### src/rtl/id_stage_pipe_pkg.sv
// Shared RV32 encodings and decoded-operation codes for the ID stage.
// RV32M codes are always present; whether they decode is set by ID_RV32M_EN.
package id_stage_pipe_pkg;

    localparam int InstIDDepth = 8;

    localparam logic [6:0] OPCODE_U_LUI   = 7'b0110111;
    localparam logic [6:0] OPCODE_U_AUIPC = 7'b0010111;
    localparam logic [6:0] OPCODE_J_JAL   = 7'b1101111;
    localparam logic [6:0] OPCODE_I_JALR  = 7'b1100111;
    localparam logic [6:0] OPCODE_B       = 7'b1100011;
    localparam logic [6:0] OPCODE_I_LOAD  = 7'b0000011;
    localparam logic [6:0] OPCODE_S       = 7'b0100011;
    localparam logic [6:0] OPCODE_I_ALU   = 7'b0010011;
    localparam logic [6:0] OPCODE_R       = 7'b0110011;
    localparam logic [6:0] OPCODE_FENCE   = 7'b0001111;
    localparam logic [6:0] OPCODE_SYSTEM  = 7'b1110011;

    localparam logic [2:0] FUNCT3_BEQ  = 3'b000, FUNCT3_BNE  = 3'b001, FUNCT3_BLT = 3'b100;
    localparam logic [2:0] FUNCT3_BGE  = 3'b101, FUNCT3_BLTU = 3'b110, FUNCT3_BGEU = 3'b111;
    localparam logic [2:0] FUNCT3_B    = 3'b000, FUNCT3_H    = 3'b001, FUNCT3_W   = 3'b010;
    localparam logic [2:0] FUNCT3_BU   = 3'b100, FUNCT3_HU   = 3'b101;
    localparam logic [2:0] FUNCT3_ADD  = 3'b000, FUNCT3_SLL  = 3'b001, FUNCT3_SLT = 3'b010;
    localparam logic [2:0] FUNCT3_SLTU = 3'b011, FUNCT3_XOR  = 3'b100, FUNCT3_SR  = 3'b101;
    localparam logic [2:0] FUNCT3_OR   = 3'b110, FUNCT3_AND  = 3'b111;
    localparam logic [2:0] FUNCT3_MUL  = 3'b000, FUNCT3_MULH = 3'b001, FUNCT3_MULHSU = 3'b010;
    localparam logic [2:0] FUNCT3_MULHU = 3'b011, FUNCT3_DIV = 3'b100, FUNCT3_DIVU = 3'b101;
    localparam logic [2:0] FUNCT3_REM  = 3'b110, FUNCT3_REMU = 3'b111;

    localparam logic [6:0] FUNCT7_BASE   = 7'b0000000;
    localparam logic [6:0] FUNCT7_ALT    = 7'b0100000;
    localparam logic [6:0] FUNCT7_MULDIV = 7'b0000001;

    localparam logic [31:0] INST_ECALL  = 32'h0000_0073;
    localparam logic [31:0] INST_EBREAK = 32'h0010_0073;

    localparam logic [InstIDDepth-1:0]
        ID_NOP  = 8'd0,  ID_LUI   = 8'd1,  ID_AUIPC = 8'd2,  ID_JAL   = 8'd3,  ID_JALR = 8'd4,
        ID_BEQ  = 8'd5,  ID_BNE   = 8'd6,  ID_BLT   = 8'd7,  ID_BGE   = 8'd8,  ID_BLTU = 8'd9,
        ID_BGEU = 8'd10, ID_LB    = 8'd11, ID_LH    = 8'd12, ID_LW    = 8'd13, ID_LBU  = 8'd14,
        ID_LHU  = 8'd15, ID_SB    = 8'd16, ID_SH    = 8'd17, ID_SW    = 8'd18, ID_ADDI = 8'd19,
        ID_SLTI = 8'd20, ID_SLTIU = 8'd21, ID_XORI  = 8'd22, ID_ORI   = 8'd23, ID_ANDI = 8'd24,
        ID_SLLI = 8'd25, ID_SRLI  = 8'd26, ID_SRAI  = 8'd27, ID_ADD   = 8'd28, ID_SUB  = 8'd29,
        ID_SLL  = 8'd30, ID_SLT   = 8'd31, ID_SLTU  = 8'd32, ID_XOR   = 8'd33, ID_SRL  = 8'd34,
        ID_SRA  = 8'd35, ID_OR    = 8'd36, ID_AND   = 8'd37, ID_FENCE = 8'd38, ID_ECALL = 8'd39,
        ID_EBREAK = 8'd40, ID_MUL = 8'd41, ID_MULH  = 8'd42, ID_MULHSU = 8'd43, ID_MULHU = 8'd44,
        ID_DIV  = 8'd45, ID_DIVU  = 8'd46, ID_REM   = 8'd47, ID_REMU  = 8'd48;

endpackage

### src/rtl/id_stage_pipe_decode.sv
// Combinational RV32I decoder (inst_decode_core); RV32M multiply/divide decodes
// only when ID_RV32M_EN is defined, otherwise those encodings are illegal.
module inst_decode_core
    import id_stage_pipe_pkg::*;
(
    input  logic [31:0]            inst,
    output logic [4:0]             rs1,
    output logic [4:0]             rs2,
    output logic [4:0]             rd,
    output logic                   rs1_en,
    output logic                   rs2_en,
    output logic [31:0]            imm,
    output logic [InstIDDepth-1:0] instID,
    output logic                   ill,
    output logic                   is_jal
);
    logic [6:0]             opcode;
    logic [2:0]             funct3;
    logic [6:0]             funct7;
    logic [31:0]            imm_i, imm_s, imm_b, imm_u, imm_j, imm_sh;
    logic [InstIDDepth-1:0] id;
    logic                   use_rs1, use_rs2, use_rd;
    logic [31:0]            imm_sel;

    assign opcode = inst[6:0];
    assign funct3 = inst[14:12];
    assign funct7 = inst[31:25];

    assign imm_i  = {{20{inst[31]}}, inst[31:20]};
    assign imm_s  = {{20{inst[31]}}, inst[31:25], inst[11:7]};
    assign imm_b  = {{19{inst[31]}}, inst[31], inst[7], inst[30:25], inst[11:8], 1'b0};
    assign imm_u  = {inst[31:12], 12'b0};
    assign imm_j  = {{11{inst[31]}}, inst[31], inst[19:12], inst[20], inst[30:21], 1'b0};
    assign imm_sh = {27'b0, inst[24:20]};

    // Every legal encoding maps to a non-NOP code, so ill falls out of id == ID_NOP.
    always_comb begin
        id      = ID_NOP;
        use_rs1 = 1'b0;
        use_rs2 = 1'b0;
        use_rd  = 1'b0;
        imm_sel = '0;
        case (opcode)
            OPCODE_U_LUI:   begin id = ID_LUI;   use_rd = 1'b1; imm_sel = imm_u; end
            OPCODE_U_AUIPC: begin id = ID_AUIPC; use_rd = 1'b1; imm_sel = imm_u; end
            OPCODE_J_JAL:   begin id = ID_JAL;   use_rd = 1'b1; imm_sel = imm_j; end
            OPCODE_I_JALR: begin
                use_rs1 = 1'b1; use_rd = 1'b1; imm_sel = imm_i;
                if (funct3 == 3'b000) id = ID_JALR;
            end
            OPCODE_B: begin
                use_rs1 = 1'b1; use_rs2 = 1'b1; imm_sel = imm_b;
                case (funct3)
                    FUNCT3_BEQ:  id = ID_BEQ;
                    FUNCT3_BNE:  id = ID_BNE;
                    FUNCT3_BLT:  id = ID_BLT;
                    FUNCT3_BGE:  id = ID_BGE;
                    FUNCT3_BLTU: id = ID_BLTU;
                    FUNCT3_BGEU: id = ID_BGEU;
                    default:     id = ID_NOP;
                endcase
            end
            OPCODE_I_LOAD: begin
                use_rs1 = 1'b1; use_rd = 1'b1; imm_sel = imm_i;
                case (funct3)
                    FUNCT3_B:  id = ID_LB;
                    FUNCT3_H:  id = ID_LH;
                    FUNCT3_W:  id = ID_LW;
                    FUNCT3_BU: id = ID_LBU;
                    FUNCT3_HU: id = ID_LHU;
                    default:   id = ID_NOP;
                endcase
            end
            OPCODE_S: begin
                use_rs1 = 1'b1; use_rs2 = 1'b1; imm_sel = imm_s;
                case (funct3)
                    FUNCT3_B: id = ID_SB;
                    FUNCT3_H: id = ID_SH;
                    FUNCT3_W: id = ID_SW;
                    default:  id = ID_NOP;
                endcase
            end
            OPCODE_I_ALU: begin
                use_rs1 = 1'b1; use_rd = 1'b1; imm_sel = imm_i;
                case (funct3)
                    FUNCT3_ADD:  id = ID_ADDI;
                    FUNCT3_SLT:  id = ID_SLTI;
                    FUNCT3_SLTU: id = ID_SLTIU;
                    FUNCT3_XOR:  id = ID_XORI;
                    FUNCT3_OR:   id = ID_ORI;
                    FUNCT3_AND:  id = ID_ANDI;
                    FUNCT3_SLL: begin
                        imm_sel = imm_sh;
                        if (funct7 == FUNCT7_BASE) id = ID_SLLI;
                    end
                    default: begin
                        imm_sel = imm_sh;
                        if (funct7 == FUNCT7_BASE)     id = ID_SRLI;
                        else if (funct7 == FUNCT7_ALT) id = ID_SRAI;
                    end
                endcase
            end
            OPCODE_R: begin
                use_rs1 = 1'b1; use_rs2 = 1'b1; use_rd = 1'b1;
                case ({funct7, funct3})
                    {FUNCT7_BASE, FUNCT3_ADD}:  id = ID_ADD;
                    {FUNCT7_ALT,  FUNCT3_ADD}:  id = ID_SUB;
                    {FUNCT7_BASE, FUNCT3_SLL}:  id = ID_SLL;
                    {FUNCT7_BASE, FUNCT3_SLT}:  id = ID_SLT;
                    {FUNCT7_BASE, FUNCT3_SLTU}: id = ID_SLTU;
                    {FUNCT7_BASE, FUNCT3_XOR}:  id = ID_XOR;
                    {FUNCT7_BASE, FUNCT3_SR}:   id = ID_SRL;
                    {FUNCT7_ALT,  FUNCT3_SR}:   id = ID_SRA;
                    {FUNCT7_BASE, FUNCT3_OR}:   id = ID_OR;
                    {FUNCT7_BASE, FUNCT3_AND}:  id = ID_AND;
`ifdef ID_RV32M_EN
                    {FUNCT7_MULDIV, FUNCT3_MUL}:    id = ID_MUL;
                    {FUNCT7_MULDIV, FUNCT3_MULH}:   id = ID_MULH;
                    {FUNCT7_MULDIV, FUNCT3_MULHSU}: id = ID_MULHSU;
                    {FUNCT7_MULDIV, FUNCT3_MULHU}:  id = ID_MULHU;
                    {FUNCT7_MULDIV, FUNCT3_DIV}:    id = ID_DIV;
                    {FUNCT7_MULDIV, FUNCT3_DIVU}:   id = ID_DIVU;
                    {FUNCT7_MULDIV, FUNCT3_REM}:    id = ID_REM;
                    {FUNCT7_MULDIV, FUNCT3_REMU}:   id = ID_REMU;
`endif
                    default: id = ID_NOP;
                endcase
            end
            OPCODE_FENCE: if (funct3 == 3'b000) id = ID_FENCE;
            OPCODE_SYSTEM: begin
                if (inst == INST_ECALL)       id = ID_ECALL;
                else if (inst == INST_EBREAK) id = ID_EBREAK;
            end
            default: id = ID_NOP;
        endcase
    end

    assign ill    = (id == ID_NOP);
    assign instID = id;
    assign rs1_en = !ill && use_rs1;
    assign rs2_en = !ill && use_rs2;
    assign rs1    = rs1_en ? inst[19:15] : 5'd0;
    assign rs2    = rs2_en ? inst[24:20] : 5'd0;
    assign rd     = (!ill && use_rd) ? inst[11:7] : 5'd0;
    assign imm    = ill ? 32'd0 : imm_sel;
    assign is_jal = (id == ID_JAL);

endmodule

### src/rtl/id_stage_pipe.sv
// Registered RV32 decode stage: valid/ready on both sides, load-use interlock,
// flush and early JAL redirect. Optional RV32M decode via ID_RV32M_EN.
module id_stage_pipe
    import id_stage_pipe_pkg::*;
#(
    parameter int ADDR_W = 32,
    parameter int ID_W   = 8
) (
    input  logic              clk,
    input  logic              rst_n,
    input  logic              flush,
    input  logic              if_vld,
    output logic              if_rdy,
    input  logic [31:0]       if_inst,
    input  logic [ADDR_W-1:0] if_pc,
    output logic              jmp_vld,
    output logic [ADDR_W-1:0] jmp_addr,
    output logic              id_vld,
    input  logic              ex_rdy,
    output logic [ADDR_W-1:0] id_pc,
    output logic [4:0]        id_rs1,
    output logic [4:0]        id_rs2,
    output logic [4:0]        id_rd,
    output logic              id_rs1_en,
    output logic              id_rs2_en,
    output logic [31:0]       id_imm,
    output logic [ID_W-1:0]   id_instID,
    output logic              id_ill
);
    logic [4:0]             dec_rs1, dec_rs2, dec_rd;
    logic                   dec_rs1_en, dec_rs2_en, dec_ill, dec_is_jal;
    logic [31:0]            dec_imm;
    logic [InstIDDepth-1:0] dec_inst_id;

    inst_decode_core u_decode (
        .inst   (if_inst),
        .rs1    (dec_rs1),
        .rs2    (dec_rs2),
        .rd     (dec_rd),
        .rs1_en (dec_rs1_en),
        .rs2_en (dec_rs2_en),
        .imm    (dec_imm),
        .instID (dec_inst_id),
        .ill    (dec_ill),
        .is_jal (dec_is_jal)
    );

    logic              vld_q, vld_d;
    logic [ADDR_W-1:0] pc_q, pc_d;
    logic [4:0]        rs1_q, rs1_d, rs2_q, rs2_d, rd_q, rd_d;
    logic              rs1_en_q, rs1_en_d, rs2_en_q, rs2_en_d, ill_q, ill_d;
    logic [31:0]       imm_q, imm_d;
    logic [ID_W-1:0]   inst_id_q, inst_id_d;
    logic              hazard, accept;

    // Load-use: the held LW's result is not yet available to the incoming decode.
    assign hazard = vld_q && (inst_id_q == ID_W'(ID_LW)) && (rd_q != 5'd0) &&
                    ((dec_rs1_en && dec_rs1 == rd_q) || (dec_rs2_en && dec_rs2 == rd_q));
    assign if_rdy = !flush && !hazard && (!vld_q || ex_rdy);
    assign accept = if_vld && if_rdy;

    assign jmp_vld  = accept && dec_is_jal;
    assign jmp_addr = jmp_vld ? (if_pc + ADDR_W'($signed(dec_imm))) : '0;

    always_comb begin
        vld_d     = vld_q;
        pc_d      = pc_q;
        rs1_d     = rs1_q;
        rs2_d     = rs2_q;
        rd_d      = rd_q;
        rs1_en_d  = rs1_en_q;
        rs2_en_d  = rs2_en_q;
        imm_d     = imm_q;
        inst_id_d = inst_id_q;
        ill_d     = ill_q;
        if (flush) begin
            vld_d = 1'b0;
        end else if (accept) begin
            vld_d     = 1'b1;
            pc_d      = if_pc;
            rs1_d     = dec_rs1;
            rs2_d     = dec_rs2;
            rd_d      = dec_rd;
            rs1_en_d  = dec_rs1_en;
            rs2_en_d  = dec_rs2_en;
            imm_d     = dec_imm;
            inst_id_d = ID_W'(dec_inst_id);
            ill_d     = dec_ill;
        end else if (ex_rdy) begin
            vld_d = 1'b0;
        end
    end

    always_ff @(posedge clk or negedge rst_n) begin
        if (!rst_n) begin
            vld_q     <= 1'b0;
            pc_q      <= '0;
            rs1_q     <= '0;
            rs2_q     <= '0;
            rd_q      <= '0;
            rs1_en_q  <= 1'b0;
            rs2_en_q  <= 1'b0;
            imm_q     <= '0;
            inst_id_q <= '0;
            ill_q     <= 1'b0;
        end else begin
            vld_q     <= vld_d;
            pc_q      <= pc_d;
            rs1_q     <= rs1_d;
            rs2_q     <= rs2_d;
            rd_q      <= rd_d;
            rs1_en_q  <= rs1_en_d;
            rs2_en_q  <= rs2_en_d;
            imm_q     <= imm_d;
            inst_id_q <= inst_id_d;
            ill_q     <= ill_d;
        end
    end

    assign id_vld    = vld_q;
    assign id_pc     = pc_q;
    assign id_rs1    = rs1_q;
    assign id_rs2    = rs2_q;
    assign id_rd     = rd_q;
    assign id_rs1_en = rs1_en_q;
    assign id_rs2_en = rs2_en_q;
    assign id_imm    = imm_q;
    assign id_instID = inst_id_q;
    assign id_ill    = ill_q;

endmodule

### config.mk
export PLATFORM = sky130hd
export DESIGN_NAME = id_stage_pipe
export DESIGN_NICKNAME = d
export VERILOG_FILES = /design/src/rtl/id_stage_pipe_pkg.sv /design/src/rtl/id_stage_pipe_decode.sv /design/src/rtl/id_stage_pipe.sv
export SDC_FILE = /design/constraint.sdc
export NUM_CORES = 1
export LEC_CHECK = 0
export CORE_AREA = 4 4 126 128
export CTS_BUF_LIST = sky130_fd_sc_hd__clkbuf_16
export DETAILED_ROUTE_END_ITERATION = 12
export DIE_AREA = 0 0 130 132
export HOLD_SLACK_MARGIN = 0.12
export PLACE_DENSITY_LB_ADDON = 0.25
export SYNTH_ARGS = -nofsm -noshare
export SYNTH_HDL_FRONTEND = slang
export SYNTH_SLANG_ARGS = --single-unit
### constraint.sdc
create_clock -name clk -period 7.35 [get_ports clk]
set_input_delay 1.8375 -clock clk [delete_from_list [all_inputs] [get_ports clk]]
set_output_delay 1.8375 -clock clk [all_outputs]
set_load 0.01 [all_outputs]
==> flow_metrics.tcl, run 1 <==
set metrics [dict create \
    drt_iter0_markers 485 \
    fin_crit_ns 7.97 \
    status "finished, violations left" \
    rows 45 \
    cts_buffers 9 \
    yosys_most_used_dff "dfrtp_1" \
    slew_headroom_pct 31.9 \
    slew_viol_final 0 \
    viasPerCell 5.61 \
    setup_ws_ns -0.620 \
    finalHoldViolations 0 \
    finalCritPeriodShare_pct 108 \
    fillers 1053 \
    clk_pin_slew_ns 0.07 \
    postCtsHoldBufs 0 \
    regArea_um2 2230 \
    path_max_fanout 8 \
    hold_class "reg2reg" \
    die_area_um2 17200 \
    synth_warnings 0 \
    grt_pass1_wl_um 39300 \
    yosysSeqAreaShare_pct 34.8 \
    yosys-top-cells-count "89 x dfrtp_1, 66 x nor2_1, 52 x a21oi_1, 52 x nand2_1, 37 x mux2_2" \
    wl_um 26100 \
    maxCapViolCount 0 \
    initial_utilization_pct 43.1 \
    vias 7232 \
    synth_edf_count 0 \
    ys_types 73 \
    clockBufferDepth 2 \
    drive_gt1_share_pct 41.8 \
    drcViolationCount 0 \
    cts_tree "done" \
    dpl.hpwl_um 19700 \
    fmax_mhz 125 \
    htree_levels 3 \
    rsz0062_at_grt "true" \
    power.total_mw 1.36 \
    finalClockSkew_ns 0.00831 \
    failed_checks "setup timing" \
    final_nets 1197 \
    antenna_left 0 \
    grt_pass1_vias 7394 \
    p_per_area_nw_per_um2 122 \
    firstDrtPassIters 5 \
    fp.dieW_um 130 \
    ys_ff_latch 89 \
    place_congestion 0.985 \
    overflow 0 \
    leakagePower_nw 5.19 \
    setup_violations 23 \
    layoutNonFillerInstCount 1289 \
    critPathRequiredTime_ns 5.51 \
    ir_worst_vdd_v 0.000124 \
    syn_area_um2 6400 \
    port_buffers 191 \
    async_flop_share_pct 100 \
    synthTopCellsByArea "dfrtp_1 35%, mux2_2 6.5%, ha_1 6.1%" \
    yosysTopAreaCell "dfrtp_1" \
    yosys.cell_count.top_type "dfrtp_1" \
    grt.total_usage_pct 28.9 \
    endpoint_kind "output pin" \
    fin_area_um2 11200 \
    tightest_slew_ns 1.02 \
    multi_input_area_um2 4670 \
    core_um2 14900 \
    start_kind "input port" \
    critPathKind "in2out" \
    syn_avg_cell_area_um2 9.30 \
    placed_cell_area_um2 9960 \
    fin_tns_setup_ns -9.32 \
    cts-root-buf "clkbuf_16" \
    worstSkewPairLatency_ns 0.36 \
    grt_max_degree 80 \
    arrival_ns 6.13 \
    antenna_cells 0 \
    yosysTopAreaCellShare_pct 34.8 \
    die_y_um 132 \
    wl_per_cell_um 20.2 \
    io_pins 194 \
    syn_inst 688 \
    dp_cells 1231 \
    antenna_found_initial 0 \
    areaGrowthSynthToFinish_pct 74.3 \
    cts.sinks 89 \
]
[kinds of logic after synthesis]
kind of cell / share of synthesized area (%)
muxes: 11.6
AOI/OAI and AO/OA: 19.3
xor gates and xnor gates: 4.52
DFF: 34.8
and+or+nand+nor: 19.3
other: 0.0586
buffers and inverters: 4.13
adders and majority gates: 6.37
[stage by stage]
step / worst slack [ns] / util, % / hold WS (ns)
2_1_floorplan: -0.175 / - / 0.513
5_1_grt: -0.835 / 75.1 / 0.514
4_1_cts: -0.639 / 71.8 / 0.497
3_3_place_gp: -1.60 / 67.0 / 0.463
6_report: -0.620 / 75.1 / 0.493
3_5_place_dp: -1.54 / 67.0 / 0.480
[timing repair]
item,in CTS,in global routing
resized for setup,245,91
endpoints found under the setup margin,32,28
setup buffers,25,21
gates cloned,0,0
pin swaps,70,76
[power by group]
| group | internal, mW | switching (mW) | total [mW] |
|---|---|---|---|
| clock network | 0.239 | 0.229 | 0.468 |
| logic | 0.187 | 0.161 | 0.348 |
| registers | 0.522 | 0.0179 | 0.540 |
[layout make-up]
class                   instances  area share [%]
multi-input cells             553            41.9
repair buffers                431            33.0
inverters                      12           0.404
well taps                     188            2.11
clock inverters                 7           0.639
flip-flops and latches         89            20.0
clock buffers                   9            2.02
[flip-flops by register name (all words and copies together) (netlist names)]
name and flops:
id_pc 32, id_rs1_en 1, id_imm 32, id_ill 1
id_rs2_en 1, id_rd 5, id_rs1 5, id_vld 1
id_instID 6, id_rs2 5
[routing by layer]
layer  vias up  wire length (µm)  global-route usage, %
met4         0               691                   9.01
met1      3543             10700                   37.2
met3        57              1700                   5.06
met2       296             13000                   49.3
li1       3336                 -                      -
met5         -                 0                      0
[cell usage in the layout, fill, tap and decap left out, types with 8 or more instances in the layout]
cell type,instances
buf_2,28
dlymetal6s2s_1,10
a22o_1,17
buf_6,24
clkdlybuf4s50_1,129
xor2_1,13
mux2_1,27
ha_1,19
nor3_1,9
buf_4,219
nor2_1,57
a21oi_1,30
dfrtp_1,89
dlygate4sd2_1,9
nor2_2,8
clkbuf_16,9
nor2b_1,8
inv_1,12
mux2_2,37
nand2b_1,13
xnor2_1,17
a21o_1,20
o21ai_0,21
a21oi_2,16
ha_4,12
nand3_1,9
nand2_1,49
[path summary, 6_finish.rpt]
path | to | slack, ns | cells past startpoint | start
max | jmp_addr[28] | -0.62 | 24 | if_inst[13]
min | id_rs2_en$_DFFE_PN0P_ | 0.49 | 1 | id_rs2_en$_DFFE_PN0P_
max reg2reg | id_imm[10]$_DFFE_PN0P_ | 3.82 | 9 | id_rd[3]$_DFFE_PN0P_
min reg2reg | id_rs2_en$_DFFE_PN0P_ | 0.49 | 1 | id_rs2_en$_DFFE_PN0P_
max in group asynchronous | id_imm[24]$_DFFE_PN0P_ | 4.79 | 2 | rst_n
min in group asynchronous | id_instID[2]$_DFFE_PN0P_ | 1.39 | 1 | rst_n
[worst max-delay path, cell delays in order]
cell	delay [ns]
buf_2	0.13
buf_6	0.14
buf_4	0.14
o2111a_1	0.23
a21oi_1	0.17
o22ai_1	0.15
a21oi_2	0.19
nand3_2	0.12
nor4_4	0.33
buf_12	0.16
a21o_4	0.17
nor2_4	0.07
ha_4	0.18
fa_2	0.40
a211oi_2	0.28
o211ai_1	0.14
and4_4	0.23
o21ai_4	0.16
a31oi_4	0.13
o211ai_1	0.29
nand2b_1	0.13
xnor2_1	0.14
nor2_1	0.07
buf_2	0.13
Note: power is estimated with default switching activity, not from simulation.
==> run 2: changes to the inputs <==
--- a/config.mk
+++ b/config.mk
@@ -5,10 +5,10 @@
 export SDC_FILE = /design/constraint.sdc
 export NUM_CORES = 1
 export LEC_CHECK = 0
-export CORE_AREA = 4 4 126 128
+export CORE_AREA = 2 2 124 126
 export CTS_BUF_LIST = sky130_fd_sc_hd__clkbuf_16
 export DETAILED_ROUTE_END_ITERATION = 12
-export DIE_AREA = 0 0 130 132
+export DIE_AREA = 0 0 126 128
 export HOLD_SLACK_MARGIN = 0.12
 export PLACE_DENSITY_LB_ADDON = 0.25
 export SYNTH_ARGS = -nofsm -noshare
==> flow_metrics.tcl, run 2 (same netlist as run 1, synthesis figures left out) <==
set metrics [dict create \
    die_area_um2 16100 \
    initial_utilization_pct 43.1 \
    fmax_mhz 126 \
    grt_pass1_vias 7511 \
    start_kind "input port" \
    critPathRequiredTime_ns 5.51 \
    die_y_um 128 \
    final_nets 1180 \
    worstSkewPairLatency_ns 0.36 \
    io_pins 194 \
    cts.sinks 89 \
    slew_headroom_pct 21.3 \
    wl_um 25700 \
    cp_slowest_cell "or4_4" \
    crit_family "simple AND/OR/NAND/NOR gates" \
    crit_top_cell "o211ai_1" \
    antenna_found_initial 0 \
    critPathKind "in2out" \
    fin_util_pct 74.0 \
    fp.dieW_um 126 \
    hold_ws_ns 0.484 \
    path_max_fanout 8 \
    ir_worst_vdd_v 0.000111 \
    leakagePower_nw 5.01 \
    wl_per_cell_um 20.2 \
    final_cell_mix "196 x buf_4, 132 x clkdlybuf4s50_1, 89 x dfrtp_1, 54 x nor2_1, 50 x nand2_1" \
    grt_max_degree 94 \
    endpoint_kind "output pin" \
    drcViolationCount 0 \
    placed_cell_area_um2 9850 \
    dpl.hpwl_um 18700 \
    setup_violations 25 \
    drt_iter0_markers 433 \
    place_congestion 0.882 \
    maxCapViolCount 0 \
    clk_pin_slew_ns 0.07 \
    slew_viol_final 0 \
    rows 45 \
    firstDrtPassIters 5 \
    port_buffers 191 \
    finalCritPeriodShare_pct 108 \
    fin_tns_setup_ns -8.39 \
    setup_ws_ns -0.610 \
    layout_commonest_cell "buf_4" \
    finalClockSkew_ns 0.0152 \
    viasPerCell 5.63 \
    htree_levels 3 \
    antenna_cells 0 \
    cts_buffers 9 \
    drive_gt1_share_pct 40.2 \
    vias 7159 \
    grt_pass1_wl_um 39500 \
    grt.total_usage_pct 31.0 \
    cts_tree "done" \
    antenna_left 0 \
    p_per_area_nw_per_um2 123 \
    clockBufferDepth 2 \
    tightest_slew_ns 1.18 \
    overflow 0 \
    hold_class "reg2reg" \
    finalHoldViolations 0 \
    path_buf_inv 5 \
    postCtsHoldBufs 0 \
    rsz0062_at_grt "true" \
    status "finished, violations left" \
    arrival_ns 6.12 \
    cts-root-buf "clkbuf_16" \
    crit_chain "buf_6 -> buf_4 -> and3b_1 -> o21ai_1 -> o211ai_1 -> or4_4 -> nor4_4 -> buf_12 -> a21o_4 -> nor2_4 -> ha_4 -> fa_2 -> a211oi_2 -> o211ai_1 -> and4_4 -> o21ai_4 -> a31oi_4 -> o211ai_1 -> buf_4 -> nand2b_4 -> xnor2_2 -> nor2_1 -> buf_2" \
    failed_checks "setup timing" \
    fin_area_um2 11000 \
    core_um2 14900 \
    max_stage_delay_ns 0.58 \
    fin_crit_ns 7.96 \
    areaGrowthSynthToFinish_pct 71.9 \
]
run 2: final timing paths:
check / start / endpoint / slack [ns] / depth (start not counted)
worst max-delay path: if_inst[5] / jmp_addr[28] / -0.61 / 23
worst min-delay path: id_rs1_en$_DFFE_PN0P_ / id_rs1_en$_DFFE_PN0P_ / 0.48 / 1
worst max register to register: id_rd[4]$_DFFE_PN0P_ / id_imm[11]$_DFFE_PN0P_ / 3.88 / 8
worst min register to register: id_rs1_en$_DFFE_PN0P_ / id_rs1_en$_DFFE_PN0P_ / 0.48 / 1
max in group asynchronous: rst_n / id_pc[4]$_DFFE_PN0P_ / 4.75 / 2
min in group asynchronous: rst_n / id_pc[31]$_DFFE_PN0P_ / 1.30 / 1
run 2: layout make-up:
| cell class | instances | area [µm²] |
|---|---|---|
| clock inverter | 7 | 70.1 |
| fill | 1042 | 3860 |
| inverter | 12 | 45.0 |
| clock buffer | 9 | 225 |
| timing repair buffer | 414 | 3580 |
| sequential | 89 | 2230 |
| multi-input combinational | 553 | 4620 |
| tap | 188 | 235 |
run 2: per-layer routing:
layer  up-vias  track usage [%]  share of wire [%]  wire (µm)
met5         -                0                  0          0
met3        57             7.05                7.5       1930
met4         0             11.1                2.6        671
met1      3484             38.8                 41      10500
met2       325             52.7                 49      12600
li1       3293                -                  -          -
run 2: through the flow:
stage | setup slack (ns) | std cells | power [mW]
floorplan | -0.175 | 689 | 0.670
global placement | -1.89 | 1215 | 0.862
detailed placement | -1.73 | 1215 | 0.868
CTS | -0.503 | 1266 | 1.36
global route | -0.834 | 1272 | 1.41
finish | -0.610 | 1272 | 1.36
run 2: timing repair:
action	in CTS	in global routing
resized for setup	305	37
setup endpoints to repair	32	27
setup buffers	36	8
cloned	0	0
pin swaps	88	55
run 2: where the power goes:
group	internal, mW	switching [mW]	leakage, nW
Combinational	0.188	0.157	3.71
Sequential	0.522	0.0174	1.17
Clock	0.239	0.233	0.135
